<file path="src/rtl/mem_access_unit.sv">
// MEM-stage load/store unit: runs one req/ack data-memory transaction per load
// or store, stalls the pipeline until it completes, and formats store/load data.
module mem_access_unit #(
  parameter int DATA_WIDTH = 32,
  parameter int ADDR_WIDTH = 12
) (
  input  logic                  clk,
  input  logic                  i_rst,
  input  logic                  i_valid,
  input  logic                  i_mem_read,
  input  logic                  i_mem_write,
  input  logic [2:0]            i_funct3,
  input  logic [DATA_WIDTH-1:0] i_addr,
  input  logic [DATA_WIDTH-1:0] i_store_data,
  output logic                  o_dmem_req,
  output logic                  o_dmem_we,
  output logic [ADDR_WIDTH-3:0] o_dmem_addr,
  output logic [3:0]            o_dmem_be,
  output logic [DATA_WIDTH-1:0] o_dmem_wdata,
  input  logic [DATA_WIDTH-1:0] i_dmem_rdata,
  input  logic                  i_dmem_ack,
  output logic                  o_stall,
  output logic [DATA_WIDTH-1:0] o_load_data,
  output logic                  o_load_valid,
  output logic                  o_fault
);

  typedef enum logic [1:0] {
    S_IDLE = 2'd0,
    S_BUSY = 2'd1,
    S_DONE = 2'd2
  } state_t;

  state_t r_state;
  state_t w_next_state;

  logic                  w_access;
  logic                  w_bad_funct3;
  logic                  w_misaligned;
  logic                  w_fault_cond;
  logic                  w_start;
  logic [3:0]            w_be;
  logic [DATA_WIDTH-1:0] w_wdata;
  logic [DATA_WIDTH-1:0] w_rdata_shift;
  logic [DATA_WIDTH-1:0] w_load_fmt;
  logic                  w_unused_addr_hi;

  logic                  r_req;
  logic                  r_we;
  logic [ADDR_WIDTH-3:0] r_addr;
  logic [3:0]            r_be;
  logic [DATA_WIDTH-1:0] r_wdata;
  logic [2:0]            r_funct3;
  logic [1:0]            r_off;
  logic                  r_is_load;
  logic [DATA_WIDTH-1:0] r_load_data;

  // Byte-address bits above the decoded range are deliberately ignored.
  assign w_unused_addr_hi = ^i_addr[DATA_WIDTH-1:ADDR_WIDTH];

  assign w_access = i_valid & (i_mem_read | i_mem_write);

  // NOTE: every signal driven here gets a default first, so no path leaves it
  // unassigned and no latch is inferred.
  always_comb begin
    w_bad_funct3 = 1'b0;
    w_misaligned = 1'b0;
    case (i_funct3)
      3'b011, 3'b110, 3'b111: w_bad_funct3 = 1'b1;
      3'b001, 3'b101:         w_misaligned = i_addr[0];
      3'b010:                 w_misaligned = |i_addr[1:0];
      default: ;
    endcase
  end

  assign w_fault_cond = (i_mem_read & i_mem_write) | w_bad_funct3 | w_misaligned;
  assign w_start      = (r_state == S_IDLE) & w_access & ~w_fault_cond;

  // Stores replicate the source across all lanes; the byte enables pick the lane.
  always_comb begin
    w_be    = 4'b1111;
    w_wdata = '0;
    if (i_mem_write) begin
      case (i_funct3[1:0])
        2'b00: begin
          w_be    = 4'b0001 << i_addr[1:0];
          w_wdata = {4{i_store_data[7:0]}};
        end
        2'b01: begin
          w_be    = i_addr[1] ? 4'b1100 : 4'b0011;
          w_wdata = {2{i_store_data[15:0]}};
        end
        default: w_wdata = i_store_data;
      endcase
    end
  end

  // Load lane selection uses the byte offset captured when the request went out.
  assign w_rdata_shift = i_dmem_rdata >> {r_off, 3'b000};

  always_comb begin
    case (r_funct3)
      3'b000:  w_load_fmt = {{(DATA_WIDTH-8){w_rdata_shift[7]}},   w_rdata_shift[7:0]};
      3'b100:  w_load_fmt = {{(DATA_WIDTH-8){1'b0}},               w_rdata_shift[7:0]};
      3'b001:  w_load_fmt = {{(DATA_WIDTH-16){w_rdata_shift[15]}}, w_rdata_shift[15:0]};
      3'b101:  w_load_fmt = {{(DATA_WIDTH-16){1'b0}},              w_rdata_shift[15:0]};
      default: w_load_fmt = i_dmem_rdata;
    endcase
  end

  always_comb begin
    w_next_state = r_state;
    case (r_state)
      S_IDLE:  if (w_start) w_next_state = S_BUSY;
      S_BUSY:  if (i_dmem_ack) w_next_state = S_DONE;
      S_DONE:  w_next_state = S_IDLE;
      default: w_next_state = S_IDLE;
    endcase
  end

  // NOTE: clocked state uses non-blocking assignments so every register samples
  // pre-edge values regardless of statement order.
  always_ff @(posedge clk) begin
    if (i_rst) r_state <= S_IDLE;
    else       r_state <= w_next_state;
  end

  always_ff @(posedge clk) begin
    if (i_rst) begin
      r_req       <= 1'b0;
      r_we        <= 1'b0;
      r_addr      <= '0;
      r_be        <= '0;
      r_wdata     <= '0;
      r_funct3    <= '0;
      r_off       <= '0;
      r_is_load   <= 1'b0;
      r_load_data <= '0;
    end else begin
      case (r_state)
        S_IDLE: begin
          if (w_start) begin
            r_req     <= 1'b1;
            r_we      <= i_mem_write;
            r_addr    <= i_addr[ADDR_WIDTH-1:2];
            r_be      <= w_be;
            r_wdata   <= w_wdata;
            r_funct3  <= i_funct3;
            r_off     <= i_addr[1:0];
            r_is_load <= i_mem_read;
          end
        end
        S_BUSY: begin
          if (i_dmem_ack) begin
            r_req <= 1'b0;
            if (r_is_load) r_load_data <= w_load_fmt;
          end
        end
        default: ;
      endcase
    end
  end

  assign o_dmem_req   = r_req;
  assign o_dmem_we    = r_we;
  assign o_dmem_addr  = r_addr;
  assign o_dmem_be    = r_be;
  assign o_dmem_wdata = r_wdata;
  assign o_load_data  = r_load_data;
  assign o_load_valid = (r_state == S_DONE) & r_is_load;
  assign o_stall      = w_start | (r_state == S_BUSY);
  assign o_fault      = (r_state == S_IDLE) & w_access & w_fault_cond;

endmodule

</file>
<file path="config.mk">
export PLATFORM = sky130hd
export DESIGN_NAME = mem_access_unit
export DESIGN_NICKNAME = d
export VERILOG_FILES = /design/src/rtl/mem_access_unit.sv
export SDC_FILE = /design/constraint.sdc
export NUM_CORES = 1
export LEC_CHECK = 0
export ABC_AREA = 1
export BUFFER_PORTS_ARGS = -buffer_cell sky130_fd_sc_hd__buf_2
export CAP_MARGIN = 20
export CORE_UTILIZATION = 40
export CTS_BUF_LIST = sky130_fd_sc_hd__clkbuf_4
export DETAILED_ROUTE_END_ITERATION = 6
export PLACE_DENSITY = 0.67
export SYNTH_ARGS = -nofsm -noshare
export SYNTH_HDL_FRONTEND = slang
export SYNTH_SLANG_ARGS = --single-unit
</file>
<file path="constraint.sdc">
create_clock -name clk -period 1.55 [get_ports clk]
set_input_delay 0.155 -clock clk [delete_from_list [all_inputs] [get_ports clk]]
set_output_delay 0.155 -clock clk [all_outputs]
set_load 0.005 [all_outputs]
</file>
==> results.py <==
metrics = {
    "floorplanning": {
        "pin_count": 188,
        "rows": 39,
        "start_util": 0.409,
        "die_area_um2": 12100,
        "core_um2": 11400,
        "fp.dieH_um": 110,
        "die_w_um": 110,
    },
    "route": {
        "routed.top_layer": "met4",
        "antenna_left": 0,
        "routed_wl_um": 15200,
        "drt-met1-wl_um": 6530,
        "vias_per_cell": 5.00,
        "drt_pre_antenna_iters": 5,
        "dr_wl_met2_um": 7030,
        "met3_length_um": 1270,
        "vias": 5600,
        "drt_iter0_markers": 366,
        "drcViolationCount": 0,
        "wl_per_cell_um": 13.6,
    },
    "setup_path": {
        "cp_slowest_cell": "dfxtp_2",
        "critPathArrivalTime_ns": 1.91,
        "cp_max_fo": 10,
        "setup.worst_path.start_class": "register",
        "cp_cell_sequence": "inv_2, buf_6, nor2_4, nand2_2, nor2_4, buf_12, buf_12, nand2_2, o21ai_1, inv_1",
        "critPathKind": "register to register",
        "worstSetupEndpointType": "register",
        "crit_required_ns": 1.93,
        "crit_path_max_incr_delay_ns": 0.36,
    },
    "clocking": {
        "cts_buffer_depth": 2,
        "cts_buffers": 9,
        "h-tree-depth": 3,
        "insertion_delay_ns": 0.48,
        "cts_tree": "built",
        "cts_sinks": 88,
        "root_buffer": "clkbuf_4",
        "cts.clk_slew.worst_paths_ns": 0.14,
    },
    "timing": {
        "tns_ns": 0,
        "tightest_slew_ns": 0.467,
        "period_minus_slack_ns": 1.54,
        "rsz0062_at_grt": "yes",
        "slew_headroom": 0.689,
        "fin_crit_sh": 0.990,
        "fmax_ghz": 0.651,
        "fin_skew_ns": 0.0131,
        "finalHoldViolCount": 0,
        "slew_violations": 0,
        "hold_slack_ns": 0.0366,
        "setup_viol_count_final": 0,
    },
    "power": {
        "ir_worst_vdd_mv": 0.839,
        "p_clk_frac": 0.280,
        "p_int_mw": 3.23,
        "p_seq_frac": 0.505,
        "swShare": 0.306,
        "combPwrFrac": 0.215,
        "switching_power_mw": 1.42,
        "p_per_area_nw_per_um2": 697,
        "finalPower_mw": 4.65,
        "leakage_nw": 3.39,
    },
    "layout": {
        "instances_no_fill": 1119,
        "area_growth_pct": 42.5,
        "nFillCells": 1159,
        "n_antenna_cell": 0,
        "fin_nets": 1076,
        "drive_above_1_share": 0.282,
    },
    "flow_run": {
        "drv_cap": 0,
    },
    "logic_synthesis": {
        "synthArstFlopShare": 0,
        "syn_nets": 857,
        "yosys_warnings": 0,
        "ys_types": 24,
        "syn_avg_cell_area_um2": 6.22,
        "synth_edf_count": 0,
        "yosysSeqAreaShare": 0.377,
        "synthFlopType": "dfxtp_1",
        "syn_inst": 752,
        "synth_area_um2": 4680,
        "synth_seq_cells": 88,
    },
    "grt": {
        "track_usage": 0.248,
        "antenna_found_initial": 0,
        "overflow": 0,
        "grt_pass1_wl_um": 23200,
        "grt_max_degree": 43,
        "grt_pass1_vias": 4929,
    },
    "outcome": {
        "status": "finished, final reports clean",
    },
    "place": {
        "gp_congestion": 0.886,
        "io_buffers": 167,
        "placed_cells": 1049,
        "dp_hpwl_um": 9960,
    },
    "worst_hold_path": {
        "hp-class": "primary input to register",
    },
}
[path summary, 6_finish.rpt]
check,startpoint,to,slack [ns],cells after the start
worst max-delay path,r_state[0],o_load_data[28],0.01,10
worst min-delay path,i_dmem_rdata[10],o_load_data[10],0.04,5
worst max register to register,r_state[0],o_load_data[28],0.01,10
worst min register to register,o_dmem_wdata[0],o_dmem_wdata[0],0.47,2
[repair_timing]
action | 4_1_cts | 5_1_grt
resized for setup | 9 | 47
hold buffers | 35 | 0
setup endpoints to repair | 2 | 34
pin swaps | 2 | 21
buffers inserted | 3 | 11
cloned | 0 | 5
hold endpoints to repair | 35 | 0
[synthesized netlist by cell type (2+ instances only)]
cell type,n,area share
inv_1,86,0.069
clkbuf_1,19,0.015
o21ai_1,19,0.020
nand3_1,62,0.066
nor2_2,4,0.0054
nor3_1,3,0.0032
buf_1,4,0.0032
nor2_1,79,0.063
nand4_1,25,0.033
dfxtp_1,88,0.38
nand2_2,2,0.0027
a21oi_1,67,0.072
nand2_1,208,0.17
buf_4,6,0.0096
buf_2,18,0.019
o21ai_0,47,0.050
buf_6,2,0.0048
inv_2,6,0.0048
nand3_2,2,0.0043
[through the flow]
step | setup WS (ns) | utilization | area, um^2
2_1_floorplan | 0.226 | - | 4680
3_3_place_gp | 0.0838 | 0.508 | 5800
3_5_place_dp | 0.0497 | 0.508 | 5800
4_1_cts | -0.0380 | 0.554 | 6330
5_1_grt | -0.101 | 0.584 | 6660
6_report | 0.0148 | 0.584 | 6660
[power by group through the flow]
stage	registers (mW)	clock network (mW)	logic, mW
floorplan	2.40	0	0.477
global placement	2.40	0	0.846
detailed placement	2.40	0	0.848
CTS	2.35	1.36	0.934
global route	2.36	1.45	1.11
finish	2.35	1.30	0.997
[kinds of logic (layout without fill, tap and decap cells)]
kind of cell	after synthesis	count (layout)	synth area share
and+or+nand+nor	388	388	0.352
DFF	88	88	0.377
AOI/OAI and AO/OA	135	135	0.146
buffers and inverters	141	365	0.126
[cell type report]
class | count | area, um^2 | area share
timing repair buffer | 257 | 1810 | 0.272
clock inverter | 7 | 62.6 | 0.00939
tap | 143 | 179 | 0.0268
sequential | 88 | 1770 | 0.265
clock buffer | 9 | 67.6 | 0.0101
multi-input combinational | 523 | 2430 | 0.364
inverter | 92 | 348 | 0.0522
[registers in the layout, summed over array words and instances, names as in the netlist]
signal        cells
o_dmem_wdata     32
o_load_data      32
o_dmem_addr      10
o_dmem_be         4
r_funct3          3
r_off             2
r_state           2
o_dmem_req        1
o_dmem_we         1
r_is_load         1
[routing by layer]
metal | vias up | track usage
met5 | - | 0
met2 | 217 | 0.408
met4 | 0 | 0.0959
met1 | 2513 | 0.308
li1 | 2833 | -
met3 | 37 | 0.0682
[worst max-delay path: cells and delay by family (launching register included)]
| family | cells | cell delay [ns] |
|---|---|---|
| buf+inv | 5 | 0.54 |
| simple gates | 4 | 0.43 |
| flops | 1 | 0.36 |
| compound gates | 1 | 0.12 |
[placed cells by master, fill, tap and decap left out, types with 27 or more instances in the layout]
master	netlist	layout
nand2_1	208	204
buf_2	18	167
dfxtp_1	88	86
inv_1	86	85
nor2_1	79	68
a21oi_1	67	65
nand3_1	62	61
o21ai_0	47	37
dlygate4sd3_1	0	35
buf_4	6	33
o21ai_1	19	27
Power figures use the tool's default switching activity.
